<file path="src/rtl/fp_norm_pkg.sv">
// Shared sizing functions and flag bundle for the floating-point normaliser pipeline.
// Sizes are derived from the format width so callers only choose FPWID.
package fp_norm_pkg;

    function automatic int f_emsb(input int fpwid);
        case (fpwid)
            64:      return 10;
            128:     return 14;
            default: return 7;
        endcase
    endfunction

    function automatic int f_fmsb(input int fpwid);
        case (fpwid)
            64:      return 51;
            128:     return 111;
            default: return 22;
        endcase
    endfunction

    function automatic int f_fx(input int fpwid);
        return 2 * f_fmsb(fpwid) + 3;
    endfunction

    typedef struct packed {
        logic special;
        logic inexact;
        logic under;
        logic over;
    } flags_t;

endpackage

</file>
<file path="src/rtl/fp_lzc_reg.sv">
// Registered leading-zero counter; one ce-qualified clock of latency, no back-pressure.
// An all-zero input counts as W.
module fp_lzc_reg #(
    parameter int  W  = 28,
    localparam int LW = $clog2(W + 1)
) (
    input  logic          clk,
    input  logic          rst,
    input  logic          ce,
    input  logic [W-1:0]  d_i,
    output logic [LW-1:0] lzc_o
);

    logic [LW-1:0] lzc_d;
    logic [LW-1:0] lzc_q;

    // Scanning upward lets the highest set bit have the last word.
    always_comb begin
        lzc_d = LW'(W);
        for (int i = 0; i < W; i++) begin
            if (d_i[i]) lzc_d = LW'(W - 1 - i);
        end
    end

    always_ff @(posedge clk) begin
        if (rst)     lzc_q <= '0;
        else if (ce) lzc_q <= lzc_d;
    end

    assign lzc_o = lzc_q;

endmodule

</file>
<file path="src/rtl/fp_normalize_pipe.sv">
// Normalises the three-whole-digit intermediate into {hidden, fraction, guard, round, sticky} plus flags.
// Fixed latency of 4 ce-qualified clocks, one operation per ce cycle, no back-pressure.
module fp_normalize_pipe
    import fp_norm_pkg::*;
#(
    parameter int  FPWID = 32,
    parameter int  TAGW  = 8,
    localparam int EMSB  = f_emsb(FPWID),
    localparam int FMSB  = f_fmsb(FPWID),
    localparam int FX    = f_fx(FPWID)
) (
    input  logic            clk,
    input  logic            rst,
    input  logic            ce,
    input  logic            valid_i,
    input  logic [TAGW-1:0] tag_i,
    input  logic            sign_i,
    input  logic [EMSB:0]   exp_i,
    input  logic [FX:0]     sig_i,
    input  logic            under_i,
    output logic            valid_o,
    output logic [TAGW-1:0] tag_o,
    output logic            sign_o,
    output logic [EMSB:0]   exp_o,
    output logic [FMSB+5:0] sig_o,
    output logic            inexact_o,
    output logic            under_o,
    output logic            over_o
);

    localparam int EW  = EMSB + 1;
    localparam int XW  = EMSB + 2;
    localparam int MW  = FMSB + 6;
    localparam int LO  = FMSB - 2;
    localparam int LZW = $clog2(MW + 1);

    typedef struct packed {
        logic            vld;
        logic [TAGW-1:0] tag;
        logic            sign;
        logic [XW-1:0]   exp;
        logic [MW-1:0]   mant;
        flags_t          flg;
    } pay_t;

    // ---------------- stage 1: capture and classify ----------------
    logic            s1_vld_q, s1_sign_q, s1_under_q, s1_spec_q, s1_spec_d;
    logic [TAGW-1:0] s1_tag_q;
    logic [EW-1:0]   s1_exp_q;
    logic [FX:0]     s1_sig_q;
    logic [1:0]      s1_inc_q, s1_inc_d;

    always_comb begin
        s1_spec_d = (exp_i == {EW{1'b1}}) && !under_i;
        s1_inc_d  = 2'd0;
        if (!s1_spec_d) begin
            if (sig_i[FX])        s1_inc_d = 2'd2;
            else if (sig_i[FX-1]) s1_inc_d = 2'd1;
        end
    end

    always_ff @(posedge clk) begin
        if (rst) begin
            s1_vld_q   <= 1'b0;
            s1_tag_q   <= '0;
            s1_sign_q  <= 1'b0;
            s1_exp_q   <= '0;
            s1_sig_q   <= '0;
            s1_under_q <= 1'b0;
            s1_spec_q  <= 1'b0;
            s1_inc_q   <= 2'd0;
        end else if (ce) begin
            s1_vld_q   <= valid_i;
            s1_tag_q   <= tag_i;
            s1_sign_q  <= sign_i;
            s1_exp_q   <= exp_i;
            s1_sig_q   <= sig_i;
            s1_under_q <= under_i;
            s1_spec_q  <= s1_spec_d;
            s1_inc_q   <= s1_inc_d;
        end
    end

    // ---------------- stage 2: exponent adjust, overflow, alignment ----------------
    pay_t          s2_d, s2_q;
    logic [XW-1:0] exp_ext, exp_sum;

    always_comb begin
        s2_d             = '0;
        s2_d.vld         = s1_vld_q;
        s2_d.tag         = s1_tag_q;
        s2_d.sign        = s1_sign_q;
        s2_d.flg.special = s1_spec_q;
        s2_d.flg.under   = s1_under_q;
        exp_ext = s1_under_q ? {s1_exp_q[EMSB], s1_exp_q} : {1'b0, s1_exp_q};
        exp_sum = exp_ext + XW'(s1_inc_q);
        s2_d.exp = exp_sum;
        // Bottom working bit collects everything below the kept field.
        case (s1_inc_q)
            2'd2: begin
                s2_d.mant        = {s1_sig_q[FX -: MW-1], |s1_sig_q[LO:0]};
                s2_d.flg.inexact = |s1_sig_q[LO:0];
            end
            2'd1: begin
                s2_d.mant        = {s1_sig_q[FX-1 -: MW-1], |s1_sig_q[LO-1:0]};
                s2_d.flg.inexact = |s1_sig_q[LO-1:0];
            end
            default: begin
                s2_d.mant        = {s1_sig_q[FX-2 -: MW-1], |s1_sig_q[LO-2:0]};
                s2_d.flg.inexact = |s1_sig_q[LO-2:0];
            end
        endcase
        if (!s1_spec_q && !s1_under_q && (exp_sum >= XW'({EW{1'b1}}))) begin
            s2_d.exp         = XW'({EW{1'b1}});
            s2_d.mant        = '0;
            s2_d.flg.over    = 1'b1;
            s2_d.flg.inexact = 1'b1;
        end
    end

    always_ff @(posedge clk) begin
        if (rst)     s2_q <= '0;
        else if (ce) s2_q <= s2_d;
    end

    // ---------------- stage 3: leading-zero count and right-shift amount ----------------
    pay_t           s3_q;
    logic [LZW-1:0] lzc_q;
    logic [LZW-1:0] rsh_d, s3_rsh_q;
    logic [XW-1:0]  neg_exp;

    fp_lzc_reg #(.W(MW)) u_lzc (
        .clk   (clk),
        .rst   (rst),
        .ce    (ce),
        .d_i   (s2_q.mant),
        .lzc_o (lzc_q)
    );

    always_comb begin
        neg_exp = -s2_q.exp;
        rsh_d   = '0;
        if (s2_q.exp[XW-1]) begin
            if (neg_exp > XW'(MW)) rsh_d = LZW'(MW);
            else                   rsh_d = neg_exp[LZW-1:0];
        end
    end

    always_ff @(posedge clk) begin
        if (rst) begin
            s3_q     <= '0;
            s3_rsh_q <= '0;
        end else if (ce) begin
            s3_q     <= s2_q;
            s3_rsh_q <= rsh_d;
        end
    end

    // ---------------- stage 4: shift and select result ----------------
    logic [LZW-1:0]  lsh;
    logic [MW-1:0]   mant_l, mant_r, lost_mask;
    logic [EW-1:0]   exp_l;
    logic            lost;
    logic            vld_d, sign_d, inexact_d, under_d, over_d;
    logic [TAGW-1:0] tag_d;
    logic [EW-1:0]   exp_d;
    logic [MW-1:0]   sig_d;
    logic            vld_q, sign_q, inexact_q, under_q, over_q;
    logic [TAGW-1:0] tag_q;
    logic [EW-1:0]   exp_q;
    logic [MW-1:0]   sig_q;

    always_comb begin
        // Exponent is the floor for the left shift, so small exponents produce denormals.
        lsh       = (s3_q.exp < XW'(lzc_q)) ? s3_q.exp[LZW-1:0] : lzc_q;
        mant_l    = s3_q.mant << lsh;
        exp_l     = s3_q.exp[EMSB:0] - EW'(lsh);
        lost_mask = ~({MW{1'b1}} << s3_rsh_q);
        lost      = |(s3_q.mant & lost_mask);
        mant_r    = (s3_q.mant >> s3_rsh_q) | MW'(lost);

        vld_d     = s3_q.vld;
        tag_d     = s3_q.tag;
        sign_d    = s3_q.sign;
        inexact_d = s3_q.flg.inexact;
        under_d   = 1'b0;
        over_d    = 1'b0;
        exp_d     = '0;
        sig_d     = '0;
        if (s3_q.flg.over) begin
            exp_d  = {EW{1'b1}};
            over_d = 1'b1;
        end else if (s3_q.flg.special) begin
            exp_d = {EW{1'b1}};
            sig_d = s3_q.mant;
        end else if (s3_q.mant == '0) begin
            inexact_d = 1'b0;
            under_d   = s3_q.flg.under;
        end else if (s3_q.flg.under) begin
            sig_d     = mant_r;
            under_d   = 1'b1;
            inexact_d = s3_q.flg.inexact | lost;
        end else begin
            sig_d = mant_l;
            exp_d = exp_l;
        end
    end

    always_ff @(posedge clk) begin
        if (rst) begin
            vld_q     <= 1'b0;
            tag_q     <= '0;
            sign_q    <= 1'b0;
            exp_q     <= '0;
            sig_q     <= '0;
            inexact_q <= 1'b0;
            under_q   <= 1'b0;
            over_q    <= 1'b0;
        end else if (ce) begin
            vld_q     <= vld_d;
            tag_q     <= tag_d;
            sign_q    <= sign_d;
            exp_q     <= exp_d;
            sig_q     <= sig_d;
            inexact_q <= inexact_d;
            under_q   <= under_d;
            over_q    <= over_d;
        end
    end

    assign valid_o   = vld_q;
    assign tag_o     = tag_q;
    assign sign_o    = sign_q;
    assign exp_o     = exp_q;
    assign sig_o     = sig_q;
    assign inexact_o = inexact_q;
    assign under_o   = under_q;
    assign over_o    = over_q;

endmodule

</file>
<file path="config.mk">
export PLATFORM = sky130hd
export DESIGN_NAME = fp_normalize_pipe
export DESIGN_NICKNAME = d
export VERILOG_FILES = /design/src/rtl/fp_norm_pkg.sv /design/src/rtl/fp_lzc_reg.sv /design/src/rtl/fp_normalize_pipe.sv
export SDC_FILE = /design/constraint.sdc
export NUM_CORES = 1
export LEC_CHECK = 0
export ABC_CLOCK_PERIOD_IN_PS = 9790
export CAP_MARGIN = 30
export CORE_MARGIN = 2
export CORE_UTILIZATION = 50
export CTS_BUF_LIST = sky130_fd_sc_hd__clkbuf_8
export CTS_CLUSTER_DIAMETER = 100
export DETAILED_ROUTE_END_ITERATION = 16
export HOLD_SLACK_MARGIN = 0.15
export PLACE_DENSITY_LB_ADDON = 0.08
export REMOVE_ABC_BUFFERS = 1
export SETUP_SLACK_MARGIN = 0.15
export SLEW_MARGIN = 15
export SYNTH_ARGS = -nofsm -noshare
export SYNTH_HDL_FRONTEND = slang
export SYNTH_SLANG_ARGS = --single-unit
export TNS_END_PERCENT = 100
</file>
<file path="constraint.sdc">
create_clock -name clk -period 9.79 [get_ports clk]
set_input_delay 1.4685 -clock clk [delete_from_list [all_inputs] [get_ports clk]]
set_output_delay 1.4685 -clock clk [all_outputs]
set_load 0.05 [all_outputs]
</file>
# Word-level counts from Yosys, hierarchy flattened

Cells that the tools add are included.

Input port bits: 70
Flip-flop bits (word level): 231
Output and inout port bits: 49
Logic and storage cells: 120

$add $sub $neg: 3
Bitwise gates (word level): 4
Magnitude comparators: 3
Eq/ne operators: 3
Reductions and logical operators: 11
Mux-type cells: 57
Shifts and indexed selects: 3

Operators with widths:

| cell                                                          | number |
|---|---|
| two-way mux 28 bit                                            | 4 |
| two-way mux 5 bit                                             | 19 |
| one-hot mux 28 bit (2 select lines)                           | 1 |
| two-way mux 37 bit                                            | 1 |
| two-way mux 4 bit                                             | 8 |
| two-way mux 8 bit                                             | 4 |
| AND 28 bit                                                    | 1 |
| zero test 28 bit                                              | 1 |
| inverter 28 bit                                               | 1 |
| bitwise OR 28 x 1 -> 28 bit                                   | 1 |
| OR reduction 28 bit                                           | 1 |
| << shifter 28 x 5 -> 28 bit                                   | 1 |
| << shifter 28 x 5 -> 28 bit, first input constant             | 1 |
| >> shifter 28 x 5 -> 28 bit                                   | 1 |
| OR reduction 21 bit                                           | 1 |
| OR reduction 20 bit                                           | 1 |
| OR reduction 19 bit                                           | 1 |
| two-way mux 1 bit                                             | 12 |
| two-way mux 3 bit                                             | 4 |
| adder 9 x 2 -> 9 bit                                          | 1 |
| >= comparator 9 x 8 -> 1 bit, second input constant           | 1 |
| greater-than comparator 9 x 5 -> 1 bit, second input constant | 1 |
| less-than comparator 9 x 5 -> 1 bit                           | 1 |
| two-way mux 9 bit                                             | 1 |
| 10 further kinds                                              | 15 |

# Logic depth before layout (Yosys ltp)

Depth in word-level cells: 28
Gate-level depth with buffers: 18
Depth with buffers taken out: 17

# Modules after synthesis

A second synthesis with hierarchy kept.

Cell total of the unflattened synthesis: 1662
Area, all modules: 13763.2 sq um

Modules (own cells, without submodules):

| module            | cells each | area an instance (sq um) | seq. area each (sq um) | instances |
|---|---|---|---|---|
| fp_normalize_pipe | 1591       | 13281.5                  | 4524.3                 | 1 |
| fp_lzc_reg        | 71         | 481.7                    | 100.1                  | 1 |

# Worst setup path before layout

OpenSTA, ideal clock, no wires.

Kind: reg-to-reg
Start: reg u_lzc.lzc_q[2], in the netlist u_lzc.lzc_o[2]
End: reg exp_q[7], in the netlist exp_o[7]
Data arrival time: 3665 ps
Path slack: 6047 ps
Stages on the path, launching flop included: 19
Clock period less this slack: 3743 ps
Data required time: 9712 ps
Cells stage by stage: dfxtp_1 -> inv_1 -> ha_1 -> a21oi_1 -> o21ai_4 -> a21oi_2 -> mux2_2 -> inv_2 -> buf_4 -> buf_2 -> ha_1 -> a21o_1 -> a21o_1 -> a21o_1 -> a21o_1 -> nor3_1 -> xor2_1 -> a21oi_1 -> nor3_1

Longest elaborated chain between the ends: 7

Ends and longest elaborated chain:

| element                             | line                     | RTL |
|---|---|---|
| start: declaration                  | fp_lzc_reg.sv:15         | `logic [LW-1:0] lzc_q;` |
| start signal: assignment            | fp_lzc_reg.sv:27         | `else if (ce) lzc_q <= lzc_d;` |
| less-than comparator 9 x 5 -> 1 bit | fp_normalize_pipe.sv:175 | `lsh = (s3_q.exp < XW'(lzc_q)) ? s3_q.exp[LZW-1:0] : lzc_q;` |
| two-way mux 5 bit *                 | fp_normalize_pipe.sv:175 |  |
| subtractor 8 x 5 -> 8 bit *         | fp_normalize_pipe.sv:177 | `exp_l = s3_q.exp[EMSB:0] - EW'(lsh);` |
| two-way mux 8 bit *                 | fp_normalize_pipe.sv:199 | `end else if (s3_q.flg.under) begin` |
| two-way mux 8 bit *                 | fp_normalize_pipe.sv:196 | `end else if (s3_q.mant == '0) begin` |
| two-way mux 8 bit *                 | fp_normalize_pipe.sv:193 | `end else if (s3_q.flg.special) begin` |
| two-way mux 8 bit *                 | fp_normalize_pipe.sv:190 | `if (s3_q.flg.over) begin` |
| end signal: assignment              | fp_normalize_pipe.sv:223 | `exp_q <= exp_d;` |
| end: declaration                    | fp_normalize_pipe.sv:170 | `logic [EW-1:0] exp_q;` |

Mark *: on every way between the ends. The rest lies on a longest branch, timed or not.
A chain may end at the register's enable or synchronous reset.

# Worst setup path after layout

Same ends and word-level chain as after synthesis.

==> metrics <==
status=complete, no violations; clk buf depth=3; CTS tree=yes; GP Congestion=between 0.9 and 1; Detailed Route WL=~42000 um; # diodes=0; # resized after CTS=0; highest metal used=met4; CP delay by family, top=compound AO/OA/AOI/OAI gates; Final Non-Filler Cells=2044; clk_skew=about 0.021 ns; initial DRC count=~1100; WL met1=about 18000 um; Die H=about 170 um; Sink Count=between 200 and 250; postcts setup bufs=0; critical-path cell list=inv_1 -> ha_1 -> a21oi_1 -> o21ai_4 -> a21oi_2 -> mux2_2 -> inv_2 -> ha_1 -> a21o_1 -> a21o_1 -> a21o_1 -> a21o_1 -> nor3_1 -> xor2_1 -> a21oi_1 -> nor3_1; first-pass GRT wire length=about 66000 um; Post-synth ARST share=0; core area=26800 um^2; sequential area share after synthesis=0.341; CP Capture Type=register; slowest stage delay, CP=roughly 0.63 ns; gr usage total=0.290; TritonCTS Buffers=between 40 and 50; fin. max-slew vios=0; CTS Hold Buffers Added=0; CP dominant cell by count=a21o_1; initial antenna violation count=0; Worst EP required=around 10 ns; power share of the combinational group=0.199; die area=about 28000 um^2; H-tree Lvls=2; post-synthesis cell type with the largest combined area=dfxtp_1; top post-synthesis cells by area=dfxtp_1, mux2i_1, nor2_1; Pre-antenna DRT Iters=6; area share of the largest cell type after synthesis=0.341; EDFF count, synth=0; WS Path Type=register to register; Synth Flop Type=dfxtp_1; Final HPWL DP=a little under 30000 um; Seq cells post-synth=231; routed wl met3=3100 um; CP Buf/Inv Count=2; commonest non-fill, non-tap cell in the layout=nor2_1; Placement Rows=60; Worst path slowest cell=mux2_2; Seq pwr share=0.415; Area Overhead vs Synth=15.7%; Hold WS=between 0.4 and 0.5 ns; layout cells sized above 1=0.0887; Antenna Violating Nets Remaining=0; Syn Area/Cell=8.31 um^2; Vias per Instance=between 6 and 7; maxcap violations=0; RSZ-0062 raised after global routing=no; Max Freq=between 200 and 250 MHz; DR WL/cell=~20 um; port bufs=roughly 120; PnR worst setup slack=about 5.5 ns; Leakage=~6.2 nW; setup TNS=0 ns; Post-Syn Area=~14000 um^2; min cycle time layout=about 4.3 ns; vias in the first global route=between 10000 and 15000; synth unique cells=85; Die W=around 170 um; WL met2=18800 um; pin count of the biggest net entering global routing=80; Clk pwr share=0.385; Core Util, Final=0.585; Sw Share=0.308; Reg clk slew, reported paths=roughly 0.060 ns; pre-CTS setup slack=around 5.5 ns; final worst path period share=0.437; critical path arrival=roughly 4.7 ns; Worst-Margin Slew=between 0.9 and 1 ns; CP startpoint kind=register; endpoints failing hold=0; Final setup viols=0; GR Overflow Total=0; vias post-DR=between 10000 and 15000; Final #Nets=roughly 1800; switching power=roughly 760 uW; slew margin rel.=0.391; placed cell count=between 1500 and 2000; Ports=119; most frequent cells in the layout=nor2_1, dfxtp_1, mux2i_1; Synth Warn #=0; worst skew pair latency=0.56 ns; Root Driver=clkbuf_8; Hold Path Class=register to register; Post-Synthesis Cells=around 1600; crit-path max FO=25; internal power=1.71 mW; PD cells=approximately 160 nW/um^2; Starting Density=0.506; DRC errors left=0; peak supply drop=around 0.11 mV
## synth_stat cells (all sizes together), types with 6 or more instances
library cell / count
clkbuf: 90
nand2b: 6
a211oi: 25
o211ai: 12
nand3: 28
nand2: 87
mux2i: 221
a32oi: 7
mux2: 17
a21o: 8
mux4: 22
xnor2: 8
o22ai: 16
o21a: 6
buf: 51
xor2: 7
nor3: 32
inv: 30
dfxtp: 231
a311oi: 8
and2: 9
nor2: 328
and3: 7
nand4: 6
o21ai: 58
nor4: 16
a22oi: 40
a31oi: 11
a21oi: 140
ha: 15
## logic make-up after synthesis
group	after synthesis	synth area share
AND/OR/NAND/NOR	541	0.173
AO/OA/AOI/OAI	394	0.192
multiplexers	260	0.215
flip-flops	231	0.341
buffers and inverters	172	0.0526
adder cells (fa/ha/maj)	17	0.0168
XOR/XNOR	15	0.00970
## power groups by stage
stage	Sequential [mW]	Clock [mW]	Combinational (mW)
after floorplan	1.05	0	0.296
after global placement	1.04	0	0.482
after detailed placement	1.04	0	0.486
after CTS	1.02	0.969	0.488
after global routing	1.03	1.01	0.533
final	1.02	0.949	0.491
## layer usage
layer	GRT usage	up-vias
met5	0	-
met3	0.0468	115
met4	0.117	0
met2	0.469	492
li1	-	5964
met1	0.389	5861
## worst paths after layout
kind | start | end | slack [ns] | cells after the start
min reg2reg | sig_o[6] | sig_o[6] | 0.45 | 2
max reg2reg | u_lzc.lzc_o[2] | exp_o[7] | 5.52 | 16
max | u_lzc.lzc_o[2] | exp_o[7] | 5.52 | 16
min | sig_o[6] | sig_o[6] | 0.45 | 2
## flip-flops by register name (all words and copies together) (netlist names), 28 cells and up
register / count
s1_sig_q: 48
sig_o: 28
s3_q: 41
s2_q: 51
## worst register-to-register path, stage by stage (launching register included)
cell and delay, ns:
dfxtp_1 0.42, inv_1 0.08, ha_1 0.29, a21oi_1 0.26
o21ai_4 0.16, a21oi_2 0.22, mux2_2 0.63, inv_2 0.40
ha_1 0.39, a21o_1 0.17, a21o_1 0.19, a21o_1 0.18
a21o_1 0.19, nor3_1 0.17, xor2_1 0.17, a21oi_1 0.08
nor3_1 0.19
## per-stage QoR
step,cell area [um^2],power [mW]
3_3_place_gp,14700,1.52
6_report,15700,2.46
5_1_grt,15700,2.57
2_1_floorplan,13000,1.35
4_1_cts,15600,2.48
3_5_place_dp,14800,1.53
## layout make-up
class                   count  area (um^2)
clock buffers              55          757
clock inverters            19          131
fillers                  2476        11100
inverters                  31          126
multi-input cells        1227         8220
flip-flops and latches    231         4620
well taps                 341          427
repair buffers            140         1390
Power figures use the tool's default switching activity.
==> RTL change (same settings) <==
The parameter `FPWID` goes from 32 to 64.
--- a/src/rtl/fp_normalize_pipe.sv
+++ b/src/rtl/fp_normalize_pipe.sv
@@ -5,3 +5,3 @@
 #(
-    parameter int  FPWID = 32,
+    parameter int  FPWID = 64,
     parameter int  TAGW  = 8,
Interface: changed (resized exp_i, exp_o, sig_i and sig_o); port bits go from 119 to 212. No check against the original RTL was run, so the function may have changed too.
==> RTL change against the unedited design <==
  * Sequential cell count grew 159
  * Worst setup slack got worse by 0.93 ns
  * Cell area grew 81%
  * Core utilization fell by 0.46 points
  * Sequential share of layout area decreased by 2.0 points
  * Non-clock buffer count rose by 127
  * Synthesized area is 83% higher
  * Total power grew 82%
  * Largest cell class unchanged
  * Wire length rose by 150%
  * Critical path depth down 3
==> RTL change: results (changes against the unedited design) <==
metric	value	unit	change
final_nets	3326		+89%
cp_max_fo	58		+130%
hold_start	s3_rsh_q[5]		
viasPerCell	6.61		+8.6%
synth_common_cells	589 x nor2_1, 396 x mux2i_1, 390 x dfxtp_1		
drtIter0Drc	3307		+200%
peakVddDrop	0.135	mV	+25%
dpl_cell_area	27000	µm²	+83%
grt_antenna_before_repair	3		+3
status	finished clean		
yosysUniqueCellTypes	88		+3.5%
drive_gt1_frac	0.0837		-0.00500
grt_max_degree	107		+34%
cpPeakStageDelay	0.77	ns	+0.14 ns
fillers	4595		+86%
slowest_stage	mux2i_1		
cts_buffers	71		+73%
routabilityCongestion	1.13		+18%
worstPathArrival	5.74	ns	+1.00 ns
drt_wl_total	103000	µm	+150%
htreeDepth	3		+1
rrSetupSlack	4.58	ns	-0.93 ns
skew	0.0309	ns	+0.0102 ns
grt_usage	0.397		+0.107
r2r_end	sig_o[45]		
synthTopCellsByArea	dfxtp_1 31%, mux2i_1 16%, nor2_1 8.9%		
yosysSeqAreaShare	0.315		-0.0267
grt_pass1_wl	153000	µm	+130%
slew_headroom	0.295		-0.0962
worst_hold_slack	0.469	ns	+0.0205 ns
first_pass_iters	9		+3
reg_top3	s1_sig_q (106), s2_q (83), s3_q (73)		
grt_pass1_vias	24300		+100%
hpwl	72700	µm	+150%
port_buffers	211		+79%
worst_skew_pair.late_latency	0.69	ns	+0.13 ns
RTL change: changes by cell type after synthesis, moves of 20 or more:
cell | unedited run | this run
a21oi_1 | 139 | 235
a22oi_1 | 40 | 122
buf_1 | 32 | 68
clkbuf_1 | 89 | 196
dfxtp_1 | 231 | 390
mux2i_1 | 221 | 396
mux4_2 | 22 | 48
nand2_1 | 86 | 292
nand3_1 | 28 | 57
nor2_1 | 327 | 589
nor4_1 | 16 | 36
o21ai_0 | 52 | 126
o22ai_1 | 16 | 36
RTL change: kinds of logic after synthesis:
family / after synthesis / share of synthesized area
simple gates: 1109 / 0.187
compound gates: 779 / 0.205
mux: 475 / 0.218
flops: 390 / 0.315
buf+inv: 349 / 0.0589
fa+ha+maj: 19 / 0.0102
xor+xnor: 17 / 0.00600
RTL change: cell type report:
class                           count  area share
Timing Repair Buffer              267      0.0909
Clock inverter                     37     0.00749
Tap cell                          664      0.0293
Sequential cell                   390       0.275
Clock buffer                       87      0.0422
Inverter                           47     0.00648
Multi-Input combinational cell   2399       0.549
RTL change: through the flow:
step                      setup WS [ns]  cells  utilization  power (W)
after floorplan                    4.02   2836            -    0.00242
after global placement             4.51   3760        0.550    0.00290
after detailed placement           4.39   3765        0.551    0.00291
after CTS                          4.35   3889        0.580    0.00445
after global routing               4.31   3891        0.580    0.00463
final                              4.58   3891        0.580    0.00448
RTL change: how the worst max path moves through the flow:
stage,slack [ns],startpoint,end,cells past startpoint
after floorplan,4.02,ce,sig_o[41],8
after CTS,4.35,u_lzc.lzc_o[1],exp_o[9],17
after global routing,4.31,u_lzc.lzc_o[1],exp_o[9],18
after detailed placement,4.39,u_lzc.lzc_o[1],exp_o[9],17
final,4.58,u_lzc.lzc_o[1],sig_o[45],13
after global placement,4.51,ce,sig_o[41],11
RTL change: worst min-delay path, stage by stage, from the launching register on:
cell	delay, ns
dfxtp_1	0.31
nand2_1	0.06
a21oi_1	0.06
RTL change: report_power, final:
group	total [W]	switching [W]	internal (W)
logic	0.00117	0.000774	0.000395
registers	0.00176	0.0000934	0.00166
clock network	0.00155	0.000737	0.000816
RTL change: metal layers:
metal  share of wire  routed length, µm  GRT usage  up-vias
met4           0.066               6820      0.225        2
met3            0.12              12200      0.127      395
met2            0.42              42900      0.578     1599
li1                -                  -          -    11400
met5         0.00011                 11          0        -
met1            0.40              41400      0.517    12300
